File: config.mk
export PLATFORM = sky130hd
export DESIGN_NAME = spi_job_master
export DESIGN_NICKNAME = d
export VERILOG_FILES = /design/src/rtl/spi_link_pkg.sv /design/src/rtl/spi_half_period_timer.sv /design/src/rtl/spi_job_master.sv
export SDC_FILE = /design/constraint.sdc
export NUM_CORES = 2
export LEC_CHECK = 0
export CORE_AREA = 2 2 302 304
export CTS_BUF_LIST = sky130_fd_sc_hd__clkbuf_16
export DETAILED_ROUTE_END_ITERATION = 7
export DIE_AREA = 0 0 304 306
export DONT_BUFFER_PORTS = 1
export GPL_ROUTABILITY_DRIVEN = 0
export PLACE_DENSITY_LB_ADDON = 0.15
export SLEW_MARGIN = 25
export SYNTH_ARGS = -nofsm -noshare
export SYNTH_HDL_FRONTEND = slang
export SYNTH_SLANG_ARGS = --single-unit
File: constraint.sdc
create_clock -name clk -period 2.6 [get_ports clk]
set_input_delay 0.52 -clock clk [delete_from_list [all_inputs] [get_ports clk]]
set_output_delay 0.52 -clock clk [all_outputs]
set_load 0.02 [all_outputs]
File: src/rtl/spi_link_pkg.sv
// Shared definitions for the host-side SPI job link: job geometry, the slave's
// fixed acknowledge byte and the master FSM state encoding.
package spi_link_pkg;

  localparam int MIDSTATE_BITS = 256;
  localparam int BLOCK_BITS    = 512;
  localparam int JOB_BITS      = MIDSTATE_BITS + BLOCK_BITS;

  localparam logic [7:0] ACK_EXPECTED = 8'hA2;

  typedef enum logic [2:0] {
    ST_IDLE,
    ST_SETUP,
    ST_SCK_HI,
    ST_SCK_LO,
    ST_HOLD,
    ST_GAP
  } spi_master_state_t;

endpackage

File: src/rtl/spi_half_period_timer.sv
// Loadable down-counter: after a load, expire_o rises on the CLK_DIV-th cycle
// and stays high until the next load.
module spi_half_period_timer #(
  parameter int CLK_DIV = 4
) (
  input  logic clk,
  input  logic rst,
  input  logic load_i,
  output logic expire_o
);

  localparam int CW = $clog2(CLK_DIV + 1);
  localparam logic [CW-1:0] RELOAD = CW'(CLK_DIV - 1);

  logic [CW-1:0] cnt_q, cnt_d;

  always_comb begin
    cnt_d = cnt_q;
    if (load_i) begin
      cnt_d = RELOAD;
    end else if (cnt_q != '0) begin
      cnt_d = cnt_q - CW'(1);
    end
  end

  always_ff @(posedge clk or posedge rst) begin
    if (rst) begin
      cnt_q <= RELOAD;
    end else begin
      cnt_q <= cnt_d;
    end
  end

  assign expire_o = (cnt_q == '0);

endmodule

File: src/rtl/spi_job_master.sv
// SPI mode-0 master: shifts a job payload out index 0 first and captures the
// slave's leading acknowledge bits. Define SPI_JOB_MASTER_ACK_CHECK_EN for ack_err.
module spi_job_master
  import spi_link_pkg::*;
#(
  parameter int PAYLOAD_BITS = JOB_BITS,
  parameter int CLK_DIV      = 4,
  parameter int ACK_BITS     = 8
) (
  input  logic                    clk,
  input  logic                    rst,
  input  logic                    start,
  input  logic [0:PAYLOAD_BITS-1] payload,
  output logic                    busy,
  output logic                    done,
  output logic                    cs_n,
  output logic                    sclk,
  output logic                    mosi,
  input  logic                    miso,
  output logic [0:ACK_BITS-1]     ack_word,
  output logic                    ack_err
);

  localparam int BW = $clog2(PAYLOAD_BITS);
  localparam logic [BW-1:0] LAST_BIT = BW'(PAYLOAD_BITS - 1);
  localparam logic [BW:0]   ACK_LIM  = (BW + 1)'(ACK_BITS);

  spi_master_state_t state_q, state_d;

  logic                    ent_q;
  logic                    tmr_load, tmr_exp;
  logic                    accept, hi_to_lo, ack_sample;
  logic [BW-1:0]           bit_q, bit_d;
  logic                    last_q, last_d;
  logic [0:PAYLOAD_BITS-1] sh_q, sh_d;
  logic [0:ACK_BITS-1]     ack_q, ack_d;

  // Every state change restarts the half-period count.
  assign tmr_load   = (state_d != state_q);
  assign accept     = (state_q == ST_IDLE) && start;
  assign hi_to_lo   = (state_q == ST_SCK_HI) && (state_d == ST_SCK_LO);
  assign ack_sample = (state_q == ST_SCK_HI) && ent_q && ({1'b0, bit_q} < ACK_LIM);

  spi_half_period_timer #(
    .CLK_DIV (CLK_DIV)
  ) u_timer (
    .clk      (clk),
    .rst      (rst),
    .load_i   (tmr_load),
    .expire_o (tmr_exp)
  );

  always_ff @(posedge clk or posedge rst) begin
    if (rst) begin
      state_q <= ST_IDLE;
      ent_q   <= 1'b0;
    end else begin
      state_q <= state_d;
      ent_q   <= tmr_load;
    end
  end

  always_comb begin
    state_d = state_q;
    case (state_q)
      ST_IDLE:   if (start)   state_d = ST_SETUP;
      ST_SETUP:  if (tmr_exp) state_d = ST_SCK_HI;
      ST_SCK_HI: if (tmr_exp) state_d = ST_SCK_LO;
      ST_SCK_LO: if (tmr_exp) state_d = last_q ? ST_HOLD : ST_SCK_HI;
      ST_HOLD:   if (tmr_exp) state_d = ST_GAP;
      ST_GAP:    if (tmr_exp) state_d = ST_IDLE;
      default:                state_d = ST_IDLE;
    endcase
  end

  always_comb begin
    busy = 1'b1;
    done = 1'b0;
    cs_n = 1'b0;
    sclk = 1'b0;
    mosi = sh_q[0];
    case (state_q)
      ST_IDLE: begin
        busy = 1'b0;
        cs_n = 1'b1;
        mosi = 1'b0;
      end
      ST_SCK_HI: sclk = 1'b1;
      ST_GAP: begin
        cs_n = 1'b1;
        mosi = 1'b0;
        done = ent_q;
      end
      default: ;
    endcase
  end

  // The next bit is presented on the falling-edge transition itself, so mosi is
  // stable for the whole low half-period before the following rise.
  always_comb begin
    bit_d  = bit_q;
    last_d = last_q;
    sh_d   = sh_q;
    ack_d  = ack_q;
    if (accept) begin
      bit_d  = '0;
      last_d = 1'b0;
      sh_d   = payload;
      ack_d  = '0;
    end
    if (ack_sample) begin
      ack_d = {ack_q[1:ACK_BITS-1], miso};
    end
    if (hi_to_lo) begin
      if (bit_q == LAST_BIT) begin
        last_d = 1'b1;
      end else begin
        bit_d = bit_q + BW'(1);
        sh_d  = {sh_q[1:PAYLOAD_BITS-1], 1'b0};
      end
    end
  end

  always_ff @(posedge clk or posedge rst) begin
    if (rst) begin
      bit_q  <= '0;
      last_q <= 1'b0;
      ack_q  <= '0;
    end else begin
      bit_q  <= bit_d;
      last_q <= last_d;
      ack_q  <= ack_d;
    end
  end

  always_ff @(posedge clk) begin
    sh_q <= sh_d;
  end

  assign ack_word = ack_q;

`ifdef SPI_JOB_MASTER_ACK_CHECK_EN
  localparam logic [0:ACK_BITS-1] ACK_REF = ACK_BITS'(ACK_EXPECTED);

  logic err_q, err_d;

  // Verdict is taken as the frame closes and held until the next accepted job.
  always_comb begin
    err_d = err_q;
    if (accept) begin
      err_d = 1'b0;
    end else if ((state_q == ST_HOLD) && (state_d == ST_GAP)) begin
      err_d = (ack_q != ACK_REF);
    end
  end

  always_ff @(posedge clk or posedge rst) begin
    if (rst) begin
      err_q <= 1'b0;
    end else begin
      err_q <= err_d;
    end
  end

  assign ack_err = err_q;
`else
  assign ack_err = 1'b0;
`endif

endmodule

Yosys cells after proc, flatten, opt, wreduce, memory -nomap -nowiden
Cells that the tools add are included.
{ "op_classes": {"addsub": 2, "order_cmp": 1, "n_eq_ne": 8, "n_mux": 26, "reduce_logical": 10} }
{ "op_table": {"columns": ["operator", "n"], "rows": [
  ["$mux W768", 3],
  ["$mux W10", 3],
  ["$mux W3", 9],
  ["$pmux W3 S6", 1],
  ["$mux W8", 2],
  ["$add A10 B1 Y10 const B", 1],
  ["$eq A10 B10 Y1 const B", 1],
  ["$lt A10 B4 Y1 const B", 1],
  ["$eq A3 B2 Y1 const B", 3],
  ["$mux W1", 8],
  ["$eq A3 B3 Y1 const B", 2],
  ["$logic_not A3 Y1", 2],
  ["$logic_and A1 B1 Y1", 4],
  ["$reduce_bool A2 Y1", 2],
  ["$eq A3 B1 Y1 const B", 1],
  ["$ne A3 B3 Y1", 1],
  ["$reduce_bool A3 Y1", 1],
  ["$sub A3 B1 Y3 const B", 1],
  ["$reduce_or A2 Y1", 1]
]} }
{ "word_totals": {"reg_bits": 794, "in_bits": 772, "output_inout_bits": 14, "word_cells": 54} }

Depth between registers and ports, before layout
{ "logic_depth": {"word_depth": 6, "ltp_mapped": 11, "mapped_depth_nobuf": 7} }

Hierarchy
Synthesis repeated with hierarchy kept, for this count alone.
{ "hier_totals": {"cells_unflattened": 4343, "area_unflattened_um2": 31783.0} }
{ "modules_own_cells": {"columns": ["mod", "n_inst", "cells_each", "area_each_um2", "seq_area_each_um2"], "rows": [
  ["spi_job_master", 1, 4325, 31595.3, 15950.3],
  ["spi_half_period_timer", 1, 18, 187.7, 77.6]
]} }

Worst setup path before layout
OpenSTA, ideal clock, no wires.
{ "synth_path": {"path_type": "register -> register", "startpoint": "register u_timer.cnt_q[0]", "endpoint": "register sh_q[10] in the netlist's numbering", "setup_ns": 0.114, "arrival_ns": 1.996, "required_time_ns": 2.486, "slack_ns": 0.491, "stages_incl_launch_ff": 12, "n_path_buf": 5, "synth_period_minus_slack_ns": 2.109, "cell_sequence": "dfstp_2 > inv_1 > ha_1 > nor2b_1 > buf_2 > o311a_1 > buf_4 > buf_6 > buf_6 > buf_6 > a22o_1 > a21o_1"} }
{ "synth_via": {"elab_chain_cells": 6, "elab_cells_between_ends": 10, "classes_between": "eq/ne (1); mux (7); reduce/logical (2)"} }
{ "synth_lines": {"columns": ["element", "line", "source"], "rows": [
  ["start, declared", "spi_half_period_timer.sv:15", "logic [CW-1:0] cnt_q, cnt_d;"],
  ["start signal, assigned", "spi_half_period_timer.sv:30", "cnt_q <= cnt_d;"],
  ["$logic_not A3 Y1 (*)", "spi_half_period_timer.sv:34", "assign expire_o = (cnt_q == '0);"],
  ["$mux W3 (on tied branches)", null, null],
  ["$pmux W3 S6 (*)", "spi_job_master.sv:65", "case (state_q)"],
  ["$eq A3 B2 Y1 (*)", "spi_job_master.sv:41", "assign hi_to_lo = (state_q == ST_SCK_HI) && (state_d == ST_SCK_LO);"],
  ["$logic_and A1 B1 Y1 (*)", "spi_job_master.sv:41", null],
  ["$mux W768 (*)", "spi_job_master.sv:114", "if (hi_to_lo) begin"],
  ["net sh_d (one bit)", "spi_job_master.sv:35", "logic [0:PAYLOAD_BITS-1] sh_q, sh_d;"],
  ["end signal, assigned", "spi_job_master.sv:137", "sh_q <= sh_d;"],
  ["end, declared", "spi_job_master.sv:35", null]
]} }
The timed path passes the listed nets; every way through them passes the cells marked *.
A chain may end at the register's enable or synchronous reset.

Worst setup path in the final report
{ "layout_path": {"startpoint": "register state_q[0]", "endpoint": "output port mosi"} }
{ "layout_via": {"elab_chain_cells": 3, "elab_cells_between_ends": 4, "classes_between": "eq/ne (1); mux (1); reduce/logical (2)"} }
{ "layout_lines": {"columns": ["element", "line", "source"], "rows": [
  ["start, declared", "spi_job_master.sv:28", "spi_master_state_t state_q, state_d;"],
  ["start signal, assigned", "spi_job_master.sv:58", "state_q <= state_d;"],
  ["$eq A3 B3 Y1 or $logic_not A3 Y1 (tied branches)", "spi_job_master.sv:82", "case (state_q)"],
  ["$reduce_or A2 Y1 (no source line) (*)", null, null],
  ["$mux W1 (*)", "spi_job_master.sv:82", null],
  ["end, declared", "spi_job_master.sv:18", "output logic mosi,"]
]} }
Mark *: on every way between the ends. The rest lies on a longest branch, timed or not.

==> results.md <==
STA:
- The fraction of the cycle the final worst path needs is 0.9407.
- The number of hold-slack violations in the final timing report is 0.
- The final worst clock skew is roughly 24 ps.
- The worst relative slew slack is 0.5416.
- Setup violations remaining at the end of the flow were counted as 0.
- The number of slew-limit violations in the final report is 0.
- Based on the critical path, the design can be clocked at up to 408.9 MHz.
- Hold timing on the final database bottoms out at a slack of 77.68 ps.
- The slew at the pin closest to its max-slew limit is slightly below 700 ps.
- The final setup TNS is 0 ps.
- The minimum period implied by the final worst setup slack is 2446 ps.
- Setup repair after global routing left no endpoint under its margin.

Clocking:
- The CTS tree is done.
- The deepest clock path buffer count is 3.
- The number of hold buffers added after CTS was 3.
- The clock reaches the later pin of the worst-skew pair after about 650 ps.
- The cell at the root of the clock tree is sky130_fd_sc_hd__clkbuf_16.
- After clock tree synthesis, the setup repair step added 0 buffers.
- The maximum level of the CTS H-tree is 3.
- The count of instances resized after the clock tree is built is 0.
- The post-CTS clock slew at the launch and capture registers of the worst setup and hold paths is 60 ps.
- The number of clock sinks is between 700 and 800.
- Counting the buffers created by CTS gives slightly below 90.

Routing:
- The routed design has roughly 90 mm of wire.
- Dividing the detail-routed wire length by the instance count gives 23.03 µm.
- The detail route stage leaves a number of antenna-violating nets equal to 0.
- For this block, the initial DRC count from the detailed router was around 1500.
- The final routed DRC violation total is 0.
- The first detailed-routing pass took 5 iterations.
- In the routed layout, each cell is associated on average with a via count of around 5.6.
- The number of vias after detailed routing is between 20000 and 25000.

Critical path:
- The total stage count of the critical path is 5.
- Walking the worst path, the cells encountered are buf_4 > xor2_1 > nor2_1 > buf_4 > nor2b_1.
- The cell with the most instances on the worst path is sky130_fd_sc_hd__buf_4.
- The data required time of the critical path is 2080 ps.
- The capturing instance or port of the critical path is mosi.
- The cell with the largest stage delay on the worst path is sky130_fd_sc_hd__dfrtp_1.
- For this run, the slowest stage of the critical path takes slightly below 400 ps.
- The worst setup path is captured at an output port.
- STA classifies the critical path startpoint as a flip-flop.
- The critical path launch point is state_q[0]$_DFF_PP0_.
- In this run the critical register-to-register path is launched from bit_q[0]$_DFF_PP0_.
- The worst register-to-register path ends at sh_q[522]$_DFF_P_.
- The category of the most critical setup path is flip-flop to output port.
- Together, buffers and inverters on the worst path number 2.
- The critical-path maximum fanout is 9.
- Among cell families on the critical path, the largest total delay comes from flip-flops.
- Across all register-to-register paths, the minimum setup slack is 230 ps.
- Data on the critical path arrives at its endpoint at between 1500 and 2000 ps.
- The path depth of the worst reg2reg path is 6.

Global routing:
- After global routing the overflow that remains totals 0.
- The largest net degree at the start of global routing is about 140.
- The first global-routing pass estimated around 130 mm of wire.
- The initial antenna violation count is 48.
- In the global route stage, overall resource usage came out at 0.1818.
- The number of global-route vias before repair is ~21000.

Die:
- The core region is around 0.090 mm².
- The row count is 110.
- The die is 304 µm wide.
- The full die area is 0.09302 mm².
- 786 I/O pins were placed.
- The initial core utilization is 0.3408.
- In this run the vertical extent of the chip is 306 µm.

Power and ir drop:
- The static power due to leakage is between 15 and 20 nW.
- The switching power summed over all nets is between 10 and 15 mW.
- Of the total power, the share spent switching nets is 0.2872.
- Of the total power, combinational logic draws 0.232.
- Cell internal power was estimated by the tool at between 30 and 40 mW.
- Power spread over the standard cell area amounts to approximately 1200 mW/mm².
- Of the total power, registers draw 0.497.
- The clock network power share is 0.271.
- VDD sags by at most between 0.5 and 0.6 mV.

Placed design:
- The detailed placement HPWL is between 60 and 70 mm.
- Buffers placed on the I/O ports in this run total 0.

Synth:
- The sequential-to-total area share from yosys stat is 0.5249.
- The multiplexer share of the synthesized area is 0.0009834.
- The xor and xnor fraction of the mapped netlist area is 0.0005736.
- The count of synthesis-stage warnings from yosys is 0.
- Of the total synthesized cell area, the portion taken by AND, OR, NAND and NOR gates is 0.01188.
- Of all flip-flops after synthesis, the portion carrying an async set or reset was 0.03275.
- The cell area that synthesis handed to floorplanning was between 0.03 and 0.04 mm².
- Counting flops and latches in the post-synthesis netlist gives 794.
- The fraction of the mapped netlist area in adder cells is 0.001229.
- The top cell type's share of synthesized area is 0.5035.
- The number of flops mapped to enable cells by yosys is 0.
- Summed over all instances, the cell type with the most area after synthesis is sky130_fd_sc_hd__dfxtp_1.
- After synthesis, the largest family of logic cells by area is compound AO/OA/AOI/OAI gates.
- Among all flip-flop cells after synthesis, the most frequent one is sky130_fd_sc_hd__dfxtp_1.
- The synthesized instance count is ~2700.
- The count of unique library cells instantiated by Yosys is 45.
- The post-synthesis compound-gate area fraction is 0.4150.
- Averaged over all synthesized cells, the footprint is approximately 11 µm².
- In the post-synthesis netlist, the biggest area contributors are sky130_fd_sc_hd__dfxtp_1 50%, sky130_fd_sc_hd__a22o_1 22%, sky130_fd_sc_hd__a21o_1 19%, sky130_fd_sc_hd__dfrtp_1 2.0%, sky130_fd_sc_hd__buf_2 1.7%.
- The number of nets in the synthesized netlist is ~3500.

Min path:
- The class of the worst hold path is input pin to flip-flop.

Finish:
- The net count of the finished layout is ~3400.
- Of the cells placed in the final design, the portion with a size suffix greater than 1 is 0.07204.
- Relative to the synthesized area, the layout overhead comes to 12.87%.

Status:
- The flow ran to the end, and the final reports show no timing, DRC or antenna violations.

Run:
- The number of max-cap violations is 0.
power groups by stage:
stage	logic, mW	registers, mW	clock network (mW)
after floorplan	8.57	20.6	0
after global placement	9.61	21.4	0
after detailed placement	10.1	21.6	0
after CTS	10.1	21.4	12.1
after global routing	11.1	22.0	12.6
final	9.99	21.4	11.6
worst reg2reg max path, delay by kind of cell (launching register included):
kind	cells	cell delay (ps)
adders and majority gates	1	240
buffers and inverters	1	480
and+or+nand+nor	2	450
AOI/OAI and AO/OA	2	750
DFF	1	400
routing by layer:
| metal | share of wire | global-route usage | up-vias |
|---|---|---|---|
| met5 | 0.0018 | 0 | - |
| met4 | 0.031 | 0.09557 | 22 |
| met3 | 0.10 | 0.08392 | 171 |
| met2 | 0.50 | 0.3088 | 719 |
| met1 | 0.37 | 0.1874 | 10678 |
| li1 | - | - | 10285 |
cell type report:
type | count | area (µm²)
Antenna cell | 36 | 90.09
Clock buffer | 93 | 2327
Clock inverter | 64 | 354.1
Fill cell | 8713 | 55130
Inverter | 6 | 22.52
Multi-Input combinational cell | 1647 | 13150
Sequential cell | 794 | 16030
Tap cell | 1176 | 1471
Timing Repair Buffer | 75 | 1021
worst min-delay path by stage:
| stage | from | endpoint | slack (ps) | cells past startpoint |
|---|---|---|---|---|
| 3_3_place_gp | sh_q[0]$_DFF_P_ | sh_q[0]$_DFF_P_ | 430 | 1 |
| 3_5_place_dp | sh_q[608]$_DFF_P_ | sh_q[608]$_DFF_P_ | 440 | 1 |
| 2_1_floorplan | sh_q[0]$_DFF_P_ | sh_q[0]$_DFF_P_ | 420 | 1 |
| 5_1_grt | payload[337] | sh_q[337]$_DFF_P_ | 30 | 2 |
| 4_1_cts | payload[345] | sh_q[345]$_DFF_P_ | 2 | 2 |
| 6_report | payload[309] | sh_q[309]$_DFF_P_ | 80 | 2 |
placed cells by master, fill, tap and decap left out, types with 13 or more instances in the layout:
cell	netlist	final
sky130_fd_sc_hd__clkinv_2	0	13
sky130_fd_sc_hd__diode_2	0	36
sky130_fd_sc_hd__clkinv_1	0	19
sky130_fd_sc_hd__a22o_1	767	767
sky130_fd_sc_hd__inv_1	6	31
sky130_fd_sc_hd__buf_12	0	36
sky130_fd_sc_hd__clkbuf_16	0	93
sky130_fd_sc_hd__buf_4	36	36
sky130_fd_sc_hd__dfrtp_1	24	24
sky130_fd_sc_hd__a21o_1	767	767
sky130_fd_sc_hd__dfxtp_1	768	768
sky130_fd_sc_hd__nand2_1	35	35
sky130_fd_sc_hd__o21ai_0	13	13
logic make-up (layout without fill, tap and decap cells):
kind of cell / Yosys count / count (layout)
xor+xnor: 2 / 2
compound gates: 1565 / 1565
flops: 794 / 794
mux: 3 / 3
other cells: 1 / 37
simple gates: 73 / 73
fa+ha+maj: 3 / 3
buf+inv: 271 / 238
metrics by stage:
stage	utilization	setup slack (ps)	instances	power, mW	cell area [µm²]
after global routing	0.3846	49.36	3887	45.71	34460
after global placement	0.3533	370.2	3695	31.02	31660
final	0.3847	154.2	3891	43.02	34470
after CTS	0.3836	82.21	3855	43.58	34370
after floorplan	-	490.5	2712	29.13	30540
after detailed placement	0.3533	329.4	3695	31.65	31660
state kept, by name (all words and copies together) (netlist names):
name / count
state_q: 3
bit_q: 10
sh_q: 768
ack_word: 8
last_q: 1
ent_q: 1
u_timer.cnt_q: 3
synth_stat cells, drive strengths merged (2+ instances only):
cell    number
a21o       767
a21oi        6
a22o       767
and3         4
buf        161
clkbuf     104
dfrtp       24
dfstp        2
dfxtp      768
ha           3
inv          6
mux2i        3
nand2       35
nand3        5
nand4        3
nor2         7
nor2b        3
nor3         5
o21ai       13
o311ai       3
o31ai        3
or3          2
Power figures use the tool's default switching activity.
